**src/rtl/front_panel_conditioner.sv**
```systemverilog
// Front-panel input stage: 2-FF synchronizers, a one-hot key debounce FSM with rollover
// rejection, and per-button debouncers that produce active-low one-cycle strobes and a door level.
module front_panel_conditioner #(
  parameter int DEBOUNCE_CYCLES = 16
) (
  input  logic       clock,
  input  logic       reset,
  input  logic [9:0] key_raw,
  input  logic       start_raw_,
  input  logic       stop_raw_,
  input  logic       clear_raw_,
  input  logic       door_raw,
  output logic [9:0] keypad,
  output logic       start_,
  output logic       stop_,
  output logic       clear_,
  output logic       door_closed
);

  localparam int CNT_W = $clog2(DEBOUNCE_CYCLES + 1);
  localparam logic [CNT_W-1:0] CNT_ZERO = CNT_W'(0);
  localparam logic [CNT_W-1:0] CNT_ONE  = CNT_W'(1);
  localparam logic [CNT_W-1:0] CNT_LAST = CNT_W'(DEBOUNCE_CYCLES - 1);
  localparam logic [3:0] BTN_IDLE = 4'b0111;
  localparam int START = 0;
  localparam int STOP  = 1;
  localparam int CLEAR = 2;
  localparam int DOOR  = 3;

  typedef enum logic [1:0] {
    IDLE    = 2'd0,
    QUALIFY = 2'd1,
    HELD    = 2'd2,
    RELEASE = 2'd3
  } key_state_t;

  function automatic logic is_onehot(input logic [9:0] v);
    return (v != 10'd0) && ((v & (v - 10'd1)) == 10'd0);
  endfunction

  logic [9:0]       key_meta_r, key_sync_r;
  logic [3:0]       btn_meta_r, btn_sync_r;
  logic [3:0]       btn_raw_s;
  key_state_t       state_r, state_nxt_s;
  logic [9:0]       key_cap_r, key_cap_nxt_s, keypad_nxt_s;
  logic [CNT_W-1:0] cnt_r, cnt_nxt_s;
  logic [3:0]       db_r, db_nxt_s, fall_s;
  logic [CNT_W-1:0] bcnt_r [4];
  logic [CNT_W-1:0] bcnt_nxt_s [4];

  assign btn_raw_s = {door_raw, clear_raw_, stop_raw_, start_raw_};

  // Two-stage synchronizers; reset loads the idle pattern so reset never looks like a press.
  always_ff @(posedge clock) begin
    if (reset) begin
      key_meta_r <= 10'd0;
      key_sync_r <= 10'd0;
      btn_meta_r <= BTN_IDLE;
      btn_sync_r <= BTN_IDLE;
    end else begin
      key_meta_r <= key_raw;
      key_sync_r <= key_meta_r;
      btn_meta_r <= btn_raw_s;
      btn_sync_r <= btn_meta_r;
    end
  end

  // Key FSM next-state: keypad only ever carries a fully qualified single key.
  always_comb begin
    state_nxt_s   = state_r;
    key_cap_nxt_s = key_cap_r;
    cnt_nxt_s     = cnt_r;
    keypad_nxt_s  = keypad;
    case (state_r)
      IDLE: begin
        keypad_nxt_s = 10'd0;
        if (is_onehot(key_sync_r)) begin
          key_cap_nxt_s = key_sync_r;
          cnt_nxt_s     = CNT_ONE;
          state_nxt_s   = QUALIFY;
        end else begin
          cnt_nxt_s   = CNT_ZERO;
          state_nxt_s = IDLE;
        end
      end
      QUALIFY: begin
        if (key_sync_r != key_cap_r) begin
          keypad_nxt_s = 10'd0;
          cnt_nxt_s    = CNT_ZERO;
          state_nxt_s  = IDLE;
        end else if (cnt_r == CNT_LAST) begin
          keypad_nxt_s = key_cap_r;
          cnt_nxt_s    = CNT_ZERO;
          state_nxt_s  = HELD;
        end else begin
          cnt_nxt_s = cnt_r + CNT_ONE;
        end
      end
      HELD: begin
        if (key_sync_r == key_cap_r) begin
          keypad_nxt_s = key_cap_r;
        end else begin
          keypad_nxt_s = 10'd0;
          cnt_nxt_s    = CNT_ZERO;
          state_nxt_s  = RELEASE;
        end
      end
      RELEASE: begin
        // Any key still down restarts the all-released window, which blocks rollover.
        keypad_nxt_s = 10'd0;
        if (key_sync_r != 10'd0) begin
          cnt_nxt_s = CNT_ZERO;
        end else if (cnt_r == CNT_LAST) begin
          cnt_nxt_s   = CNT_ZERO;
          state_nxt_s = IDLE;
        end else begin
          cnt_nxt_s = cnt_r + CNT_ONE;
        end
      end
      default: begin
        keypad_nxt_s = 10'd0;
        cnt_nxt_s    = CNT_ZERO;
        state_nxt_s  = IDLE;
      end
    endcase
  end

  // Key FSM state and output registers.
  always_ff @(posedge clock) begin
    if (reset) begin
      state_r   <= IDLE;
      key_cap_r <= 10'd0;
      cnt_r     <= CNT_ZERO;
      keypad    <= 10'd0;
    end else begin
      state_r   <= state_nxt_s;
      key_cap_r <= key_cap_nxt_s;
      cnt_r     <= cnt_nxt_s;
      keypad    <= keypad_nxt_s;
    end
  end

  // Per-button debounce: accept a new level only after it has been stable long enough.
  always_comb begin
    for (int i = 0; i < 4; i++) begin
      db_nxt_s[i]   = db_r[i];
      bcnt_nxt_s[i] = CNT_ZERO;
      if (btn_sync_r[i] == db_r[i]) begin
        bcnt_nxt_s[i] = CNT_ZERO;
      end else if (bcnt_r[i] == CNT_LAST) begin
        db_nxt_s[i]   = btn_sync_r[i];
        bcnt_nxt_s[i] = CNT_ZERO;
      end else begin
        bcnt_nxt_s[i] = bcnt_r[i] + CNT_ONE;
      end
    end
    fall_s = db_r & ~db_nxt_s;
  end

  // Debounce state plus strobes; start yields to a simultaneous stop or clear.
  always_ff @(posedge clock) begin
    if (reset) begin
      db_r   <= BTN_IDLE;
      start_ <= 1'b1;
      stop_  <= 1'b1;
      clear_ <= 1'b1;
      for (int i = 0; i < 4; i++) begin
        bcnt_r[i] <= CNT_ZERO;
      end
    end else begin
      db_r   <= db_nxt_s;
      start_ <= ~(fall_s[START] & ~fall_s[STOP] & ~fall_s[CLEAR]);
      stop_  <= ~fall_s[STOP];
      clear_ <= ~fall_s[CLEAR];
      for (int i = 0; i < 4; i++) begin
        bcnt_r[i] <= bcnt_nxt_s[i];
      end
    end
  end

  assign door_closed = db_r[DOOR];

endmodule

```
**config.mk**
```make
export PLATFORM = sky130hd
export DESIGN_NAME = front_panel_conditioner
export DESIGN_NICKNAME = d
export VERILOG_FILES = /design/src/rtl/front_panel_conditioner.sv
export SDC_FILE = /design/constraint.sdc
export NUM_CORES = 1
export LEC_CHECK = 0
export CORE_MARGIN = 8
export CORE_UTILIZATION = 40
export DETAILED_ROUTE_END_ITERATION = 8
export PLACE_DENSITY_LB_ADDON = 0.12
export SETUP_SLACK_MARGIN = 0.2
export SLEW_MARGIN = 20
export SYNTH_ARGS = -nofsm -noshare
export SYNTH_HDL_FRONTEND = slang
export SYNTH_SLANG_ARGS = --single-unit
```
**constraint.sdc**
```tcl
create_clock -name clock -period 3.2 [get_ports clock]
set_input_delay 0.64 -clock clock [delete_from_list [all_inputs] [get_ports clock]]
set_output_delay 0.64 -clock clock [all_outputs]
set_load 0.03 [all_outputs]
```
==> flow_summary_export.csv <==
group,metric,value,unit
run_status,status,"finished clean",
routing,vias,2032,
routing,routed_wl,5040,µm
floorplanning,fp.dieH,104,µm
clock_network,cts.clk_slew.worst_paths,80,ps
setup_path,cp.arrival,2910,ps
finish,seq_area,1640,µm²
finish,fillCellCount,748,
routing,drc,0,
finish,layout.cells.most_common_list,"82 x dfxtp_1, 47 x nor2_1, 28 x clkdlybuf4s50_1",
global_route,overflow,0,
clock_network,root_buffer,"clkbuf_8",
finish,post-route-cell-area,3610,µm²
power,vdd_drop_max,232,µV
timing,setup_viol,0,
placement,place_hpwl,3530,µm
logic_synthesis,synth_top_area_cell,"dfxtp_1",
global_route,grt_max_degree,48,
timing,rsz0062_at_grt,"false",
floorplanning,die_w,104,µm
timing,slew_headroom,0.473,
clock_network,clk_path_buf_depth,2,
timing,skew,5.50,ps
power,p_per_area,507,nW/µm²
clock_network,cts_buffers,9,
finish,multi_input_area,1340,µm²
routing,wl_per_cell,11.5,µm
timing,fin_crit_sh,0.834,
global_route,track_usage,0.0988,
setup_path,cp_max_fo,13,
timing,slew_violations,0,
setup_path,critical_path_required,3440,ps
routing,drt_iter0_drc,56,
logic_synthesis,syn-num-nets,327,
clock_network,hold_buffers,0,
routing,drt_first_pass_iters,4,
clock_network,cts_resized,0,
clock_network,clock_latency,340,ps
setup_path,crit_buf_inv,0,
setup_path,setup.worst_path.end_class,"flop",
clock_network,post_cts_buffers,0,
logic_synthesis,synth_area,3070,µm²
global_route,grt_pass1_vias,1945,
clock_network,cts_sinks,82,
logic_synthesis,synth-main-ff-cell,"dfxtp_1",
setup_path,critPathLaunchType,"flop",
clock_network,cts-htree-levels,3,
logic_synthesis,netlist_instances,302,
logic_synthesis,ys_async_sr_fraction,0,
global_route,antenna_found_initial,0,
placement,io_buffers,29,
finish,nNetsFinal,358,
hold_path,hp-class,"reg -> reg",
logic_synthesis,synth_seq_cells,82,
logic_synthesis,yosysTopAreaCellShare,0.535,
finish,drive_above_1_share,0.0917,
logic_synthesis,synth_edf_count,0,
logic_synthesis,avgSynthCellArea,10.2,µm²
timing,fin_tns_setup,0,ps
logic_synthesis,yosys-top-cells-area,"dfxtp_1 54%, nor2_1 5.8%, nor2b_1 5.5%, xnor2_1 4.6%, ha_1 3.7%",
timing,worstMarginPinSlew,791,ps
timing,fin_crit,2670,ps
power,p_leak,1.33,nW
floorplanning,dieArea,10700,µm²
timing,fmax,374,MHz
clock_network,cts_tree,"yes",
logic_synthesis,ys_types,40,
global_route,grt_pass1_wl,8790,µm
floorplanning,io_pins,30,
setup_path,path_delay_family,"compound AO/OA/AOI/OAI gates",
setup_path,max_stage_delay,550,ps
finish,area_delta_synth_final,17.7,%
placement,gp_congestion,0.770,
logic_synthesis,synth-seq-area-share,0.535,
routing,viasPerCell,4.62,
routing,drtAntennaViolNets,0,
finish,diodes,0,
setup_path,crit_chain,"or4_4, or3_1, a211o_1, a31oi_4, nor3_1, a2111oi_2",
floorplanning,std_cell_rows,32,
run,drv_cap,0,
logic_synthesis,yosys_warnings,0,
timing,hold_viol,0,
floorplanning,start_util,0.405,
setup_path,cpMaxStageDelayCell,"or4_4",
floorplanning,coreArea,7570,µm²
setup_path,crit_type,"reg -> reg",
finish,layout_commonest_cell,"dfxtp_1",
placement,place_area,3450,µm²
-- synthesized netlist by cell type, types with 2 or more instances --
master / n
nor3_1: 4
clkbuf_1: 10
a21oi_1: 2
a31oi_1: 2
or3_1: 5
xnor2_1: 16
nor2_1: 47
mux2i_1: 11
or2_2: 9
xor2_1: 6
ha_1: 9
a22oi_1: 11
nand4_1: 3
a211o_1: 2
nand3b_1: 4
nand2_1: 5
o21ai_0: 4
maj3_1: 2
nand3_1: 7
and3_1: 5
o21bai_1: 2
dfxtp_1: 82
inv_1: 11
nor2b_1: 27
-- flip-flops by register name (all words and copies together), names as in the netlist, named ones only --
register    count
btn_sync_r      4
clear_          1
db_r            4
key_sync_r     10
key_cap_r      10
keypad         10
start_          1
btn_meta_r      4
cnt_r           5
stop_           1
bcnt_r         20
state_r         1
key_meta_r     10
-- worst paths after layout --
check | slack [ps] | start | to | depth (start not counted)
min reg2reg | 410 | btn_meta_r[0] | btn_sync_r[0] | 1
min | 410 | btn_meta_r[0] | btn_sync_r[0] | 1
max | 530 | key_sync_r[0] | state_r[0] | 6
max reg2reg | 530 | key_sync_r[0] | state_r[0] | 6
-- kinds of logic after synthesis --
group           count (synthesis)  synth area share
compound gates                 30            0.0775
xor+xnor                       22            0.0628
fa+ha+maj                      11            0.0432
buf+inv                        22            0.0294
flops                          82             0.535
mux                            11            0.0359
simple gates                  124             0.216
-- area by class of cell --
cell class / count / area share
Multi-Input combinational cell: 198 / 0.370
Sequential cell: 82 / 0.455
Timing Repair Buffer: 31 / 0.0832
Clock buffer: 11 / 0.0364
Inverter: 11 / 0.0114
Tap cell: 102 / 0.0354
Clock inverter: 5 / 0.00867
-- power by group --
group	internal (mW)	switching [mW]	leakage, nW	total, mW
Combinational	0.0728	0.0646	0.576	0.137
Sequential	1.05	0.0196	0.668	1.07
Clock	0.280	0.349	0.0831	0.629
Total	1.40	0.433	1.33	1.83
-- metrics by stage --
stage	cells	setup WS (ps)	utilization	total power, mW	hold WS [ps]
5_1_grt	440	401	0.477	1.93	438
2_1_floorplan	302	920	-	1.19	389
3_5_place_dp	424	526	0.456	1.23	394
6_report	440	530	0.477	1.83	413
4_1_cts	440	487	0.477	1.87	416
3_3_place_gp	424	591	0.456	1.23	393
-- routing by layer --
layer | GRT usage | wire, µm | up-vias
li1 | - | - | 1077
met1 | 0.117 | 2520 | 923
met4 | 0.0567 | 102 | 0
met3 | 0.0291 | 125 | 9
met5 | 0 | 0 | -
met2 | 0.156 | 2290 | 23
(Power assumes the default switching activity.)
==> RTL edit 1: new RTL, config.mk and constraints unchanged <==
Change the parameter `DEBOUNCE_CYCLES` from 16 to 32.
--- a/src/rtl/front_panel_conditioner.sv
+++ b/src/rtl/front_panel_conditioner.sv
@@ -1,7 +1,7 @@
 // Front-panel input stage: 2-FF synchronizers, a one-hot key debounce FSM with rollover
 // rejection, and per-button debouncers that produce active-low one-cycle strobes and a door level.
 module front_panel_conditioner #(
-  parameter int DEBOUNCE_CYCLES = 16
+  parameter int DEBOUNCE_CYCLES = 32
 ) (
   input  logic       clock,
   input  logic       reset,
Function: no difference found for any inputs over 10 cycles, from zero or initial values and one cycle with reset high; that may be too few to reach the edited logic, so the function may still have changed.
==> RTL edit 1 against the original RTL <==
Area after synthesis is 7.8% higher; non-clock buffer count rose by 1; highest routed layer unchanged; power is 9.9% higher; final area rose by 8.2%; synthesized cell count up 9.3%; sequential cell count increased by 5; first-iteration DRC count grew 14%; sequential share of layout area fell by 0.88 points; sequential power grew 6%; routed wire length rose by 15%; worst setup slack better by 0.35 ns.
==> RTL edit 1: results (changes against the original RTL) <==
- The run finished with clean final reports.
- The count of mapped cells out of synthesis came to 330 (+9.3%).
* Smallest hold slack: 0.408 ns (-0.00520 ns)
* Final setup skew: 0.0110 ns (+0.00551 ns)
- The synthesized-area fraction occupied by adder cells was 1.89% (-2.4 points).
- Startpoint of the most critical setup path: key_sync_r[2]
- The ratio of routed vias to standard cells was 4.73 (+2.5%).
* HPWL after detailed placement: 4080 um (+15%)
- Maximum number of pins on one net before global-route repair: 45 (-6.3%)
* Net count of the finished layout: 386 (+7.8%)
- The cell count of the worst reg-to-reg path came to 7 (+1).
- By area the synthesized netlist is led by dfxtp_1 (53%), xor2_1 (6.6%), nor2_1 (5.6%), nor2b_1 (5.1%), mux2i_1 (3.3%).
* DRT iter0 DRCs: 64 (+14%)
- The largest vdd supply drop came to 0.187 mV (-19%).
- Cell leakage power: 1.48 nW (+12%)
- Final Routed Wirelength: 5790 um (+15%)
- Met2 Resource Use GR: 15.4% (-0.22 points)
- The sequential-to-total area share from yosys stat came to 52.7% (-0.84 points).
* Non-filler instance count after layout: 475 (+8.0%)
- Most instantiated cells after synthesis: dfxtp_1 (87), nor2_1 (49), nor2b_1 (27)
- Met3 usage in global routing: 3.24% (+0.33 points)
- The largest fanout on the critical path was 8 (-5).
* Fraction of layout instances using a drive strength above 1: 9.73% (+0.56 points)
- The worst-case register-to-register setup slack came to 0.88 ns (+0.35 ns).
- Via count of the first global-routing pass: 2166 (+11%)
* First-pass GRT wire length: 9970 um (+13%)
* Synth Area in Compound Gates: 7.60% (-0.14 points)
* Max FFs per register: 24 (+20%)
* Pin slew with the least headroom to its limit: 0.663 ns (-0.128 ns)
- Met1 global-route usage: 14.0% (+2.3 points)
- GRT Resource Usage Total: 10.8% (+0.96 points)
* Share of cell area taken by muxes after synthesis: 3.33% (-0.26 points)
* Placer congestion estimate: 0.822 (+6.7%)
- The minimum clock period after layout was 2.32 ns (-0.345 ns).
* Cell area after placement: 3710 um^2 (+7.6%)
RTL edit 1: metal layers:
| metal | share of wire (%) | vias to the layer above |
|---|---|---|
| met3 | 4.3 | 8 |
| met2 | 42 | 32 |
| met1 | 52 | 1022 |
| li1 | - | 1187 |
| met4 | 2.1 | 0 |
| met5 | 0 | - |
RTL edit 1: per-stage QoR:
stage	util, %	power (mW)
2_1_floorplan	-	1.25
3_3_place_gp	45.6	1.30
3_5_place_dp	45.6	1.30
6_report	48.0	2.01
5_1_grt	48.0	2.10
4_1_cts	47.9	2.04
RTL edit 1: path summary, 6_finish.rpt:
path / to
worst min register to register: btn_sync_r[0]
worst max register to register: key_cap_r[6]
worst min-delay path: btn_sync_r[0]
worst max-delay path: key_cap_r[6]
RTL edit 1: area by class of cell:
class	count	share of cell area, %
clock buffers	13	3.81
clock inverters	3	1.09
repair buffers	32	7.88
multi-input cells	230	38.8
well taps	105	3.36
inverters	5	0.481
flip-flops and latches	87	44.6
RTL edit 1: cells by family after synthesis:
group,count (synthesis)
DFF,87
AOI/OAI and AO/OA,32
adders and majority gates,5
buffers and inverters,13
muxes,11
and+or+nand+nor,149
xor gates and xnor gates,33
RTL edit 1: power by group:
group	switching, mW	internal (mW)	leakage, nW
clock network	0.361	0.382	0.0936
registers	0.0232	1.11	0.708
logic	0.0664	0.0723	0.682
RTL edit 1: critical path: stages (launching register included):
cell and delay [ns]:
dfxtp_1 0.37, or4_4 0.57, or3_1 0.38, a211oi_2 0.25
o21ai_2 0.20, buf_4 0.24, mux2i_1 0.15, nor2_1 0.05
==> RTL edit 2: new RTL, config.mk and constraints unchanged <==
Made on the original files. Remove the register `start_`: a continuous assignment takes its place, so the output `start_` follows one clock earlier.
--- a/src/rtl/front_panel_conditioner.sv
+++ b/src/rtl/front_panel_conditioner.sv
@@ -161,7 +161,6 @@
   always_ff @(posedge clock) begin
     if (reset) begin
       db_r   <= BTN_IDLE;
-      start_ <= 1'b1;
       stop_  <= 1'b1;
       clear_ <= 1'b1;
       for (int i = 0; i < 4; i++) begin
@@ -169,7 +168,6 @@
       end
     end else begin
       db_r   <= db_nxt_s;
-      start_ <= ~(fall_s[START] & ~fall_s[STOP] & ~fall_s[CLEAR]);
       stop_  <= ~fall_s[STOP];
       clear_ <= ~fall_s[CLEAR];
       for (int i = 0; i < 4; i++) begin
@@ -178,6 +176,8 @@
     end
   end
 
+  assign start_ = ~(fall_s[START] & ~fall_s[STOP] & ~fall_s[CLEAR]);
+
   assign door_closed = db_r[DOOR];
 
 endmodule
Function: same outputs for any inputs over 10 cycles, from zero or initial values and one cycle with reset high; that may be too few to reach the edited logic, so the function may still have changed.
==> RTL edit 2 against the original RTL <==
Combinational power increased by 9%; routed wire length increased by 1.1%; highest routed layer unchanged; worst setup slack improved by 0.16 ns; largest cell class unchanged; register-to-register slack improved by 0.39 ns; hold slack improved by 0.0045 ns; first-iteration DRC count shrank 25%; sequential cell count is 1 lower; synthesized cell count fell by 2.0%; power grew 6.8%; global-route usage grew 1.0 points; non-clock buffer count shrank 1; final area increased by 0.73%; area after synthesis decreased by 0.49%.
==> RTL edit 2: results (changes against the original RTL) <==
- The net count of the mapped netlist was 321 (-1.8%).
* Top Family by Delay on Critical Path: simple AND/OR/NAND/NOR gates
- The post-synthesis average cell area came to 10.3 um^2 (+1.5%).
* Async set-or-reset flop fraction in the synthesized netlist: 0% (unchanged)
* Final setup skew: 0.00942 ns (+0.00392 ns)
- The cell sitting at the root of the clock tree is a clkbuf_8.
* DRT iter0 DRCs: 42 (-25%)
- The distinct cell type count after synthesis came to 43 (+7.5%).
- Slowest cell on the critical path: dfxtp_1
- Fraction of layout instances using a drive strength above 1: 9.31% (+0.14 points)
* Non-filler instance count after layout: 435 (-1.1%)
* Most instantiated cells after synthesis: dfxtp_1 (81), nor2_1 (43), nor2b_1 (26)
- Maximum number of pins on one net before global-route repair: 29 (-40%)
- VDD IR-drop max: 0.194 mV (-16%)
- In this run the worst hold path is classified as reg -> reg.
- The biggest cell delay along the critical path was 0.36 ns (-0.19 ns).
* Vias per inst: 4.65 (+0.75%)
- The cell count after placement was 419 (-1.2%).
- The worst slew margin relative to its limit came to 51.7% (+4.4 points).
- Register area share after synthesis: 53.1% (-0.39 points)
- Cell leakage power: 1.37 nW (+3.1%)
* Routed wire per std cell: 11.7 um (+2.2%)
- The wire length of the first global-routing pass came to 8920 um (+1.5%).
- The final-stage net count came to 353 (-1.4%).
- Skew-Pair Late Insertion Delay: 0.34 ns (about the same)
- The global router's overall resource usage was 10.9% (+1.0 points).
- Level count of the clock H-tree: 3 (unchanged)
- Biggest fanout along the worst timing path: 3 (-10)
* Detailed-router iteration count before antenna repair: 4 (unchanged)
- After synthesis, the cell types taking the most area are dfxtp_1 (53%), nor2b_1 (5.3%), nor2_1 (5.3%), mux2i_1 (4.3%), ha_1 (3.7%).
- Crit path arrival time: 1.87 ns (-1.04 ns)
- The flow ran to the end, and the final reports show no timing, DRC or antenna violations.
- The global placement routability congestion is 0.772 (+0.30%).
- The clock buffer count from CTS came to 9 (unchanged).
- HPWL after detailed placement: 3540 um (+0.15%)
- The cell area reported after detailed placement is 3430 um^2 (-0.58%).
* Via count of the first global-routing pass: 1933 (-0.62%)
==> RTL edit 2: cell types whose count changed after synthesis, sizes merged, moves of 3 or more <==
cell / unedited run / this run
a22oi: 11 / 1
a22o: 1 / 10
xnor2: 16 / 10
xor2: 6 / 12
nand3: 7 / 12
nor2: 47 / 43
nand3b: 4 / 1
nor4: 1 / 4
or2: 9 / 6
==> RTL edit 2: final timing paths <==
check                                    from             to  slack, ns  cells past startpoint
worst max-delay path             bcnt_r[1][0]         start_       0.69                      7
worst min register to register  btn_meta_r[1]  btn_sync_r[1]       0.42                      1
worst min-delay path            btn_meta_r[1]  btn_sync_r[1]       0.42                      1
worst max register to register   key_cap_r[6]      keypad[7]       0.92                      5
==> RTL edit 2: cells by family (layout without fill, tap and decap cells) <==
logic type | after synthesis | count (layout) | share of synthesized area [%]
AOI/OAI and AO/OA | 28 | 28 | 7.38
and+or+nand+nor | 122 | 122 | 21.8
xor gates and xnor gates | 22 | 22 | 6.31
buffers and inverters | 19 | 56 | 2.75
DFF | 81 | 81 | 53.1
muxes | 13 | 13 | 4.26
adders and majority gates | 11 | 11 | 4.34
==> RTL edit 2: repair_timing <==
| item | 4_1_cts | 5_1_grt |
|---|---|---|
| buffers inserted | 0 | 0 |
| hold buffers | 0 | 0 |
| endpoints found under the setup margin | 0 | 1 |
| resized for setup | 0 | 1 |
==> RTL edit 2: per-stage QoR <==
stage | setup WS [ns] | utilization (%)
final | 0.694 | 48.0
after global routing | 0.522 | 48.0
after CTS | 0.255 | 48.0
after detailed placement | 0.643 | 45.3
after global placement | 0.692 | 45.3
after floorplan | 1.17 | -
==> RTL edit 2: worst reg2reg max path, delay by kind of cell, from the launching register on <==
family          cells  cell delay [ns]
compound gates      1             0.24
xor+xnor            1             0.17
flops               1             0.35
simple gates        3             1.47
==> RTL edit 2: area by class of cell <==
cell class | instances | area, um^2
repair buffers | 30 | 295
fillers | 710 | 3930
flip-flops and latches | 81 | 1620
clock buffers | 12 | 155
clock inverters | 4 | 51.3
well taps | 102 | 128
multi-input cells | 196 | 1350
inverters | 10 | 37.5
==> RTL edit 2: power breakdown <==
part | switching, mW | internal, mW
clock | 0.347 | 0.404
combinational | 0.0772 | 0.0719
sequential | 0.0231 | 1.03
total | 0.447 | 1.51
==> RTL edit 2: layer usage <==
layer	wire length, um	track usage, %	part of all wire, %	vias up
met5	0	0	0	-
met4	93	6.67	1.8	0
met3	199	2.95	3.9	7
met2	2120	15.2	42	31
met1	2680	14.5	53	916
li1	-	-	-	1070
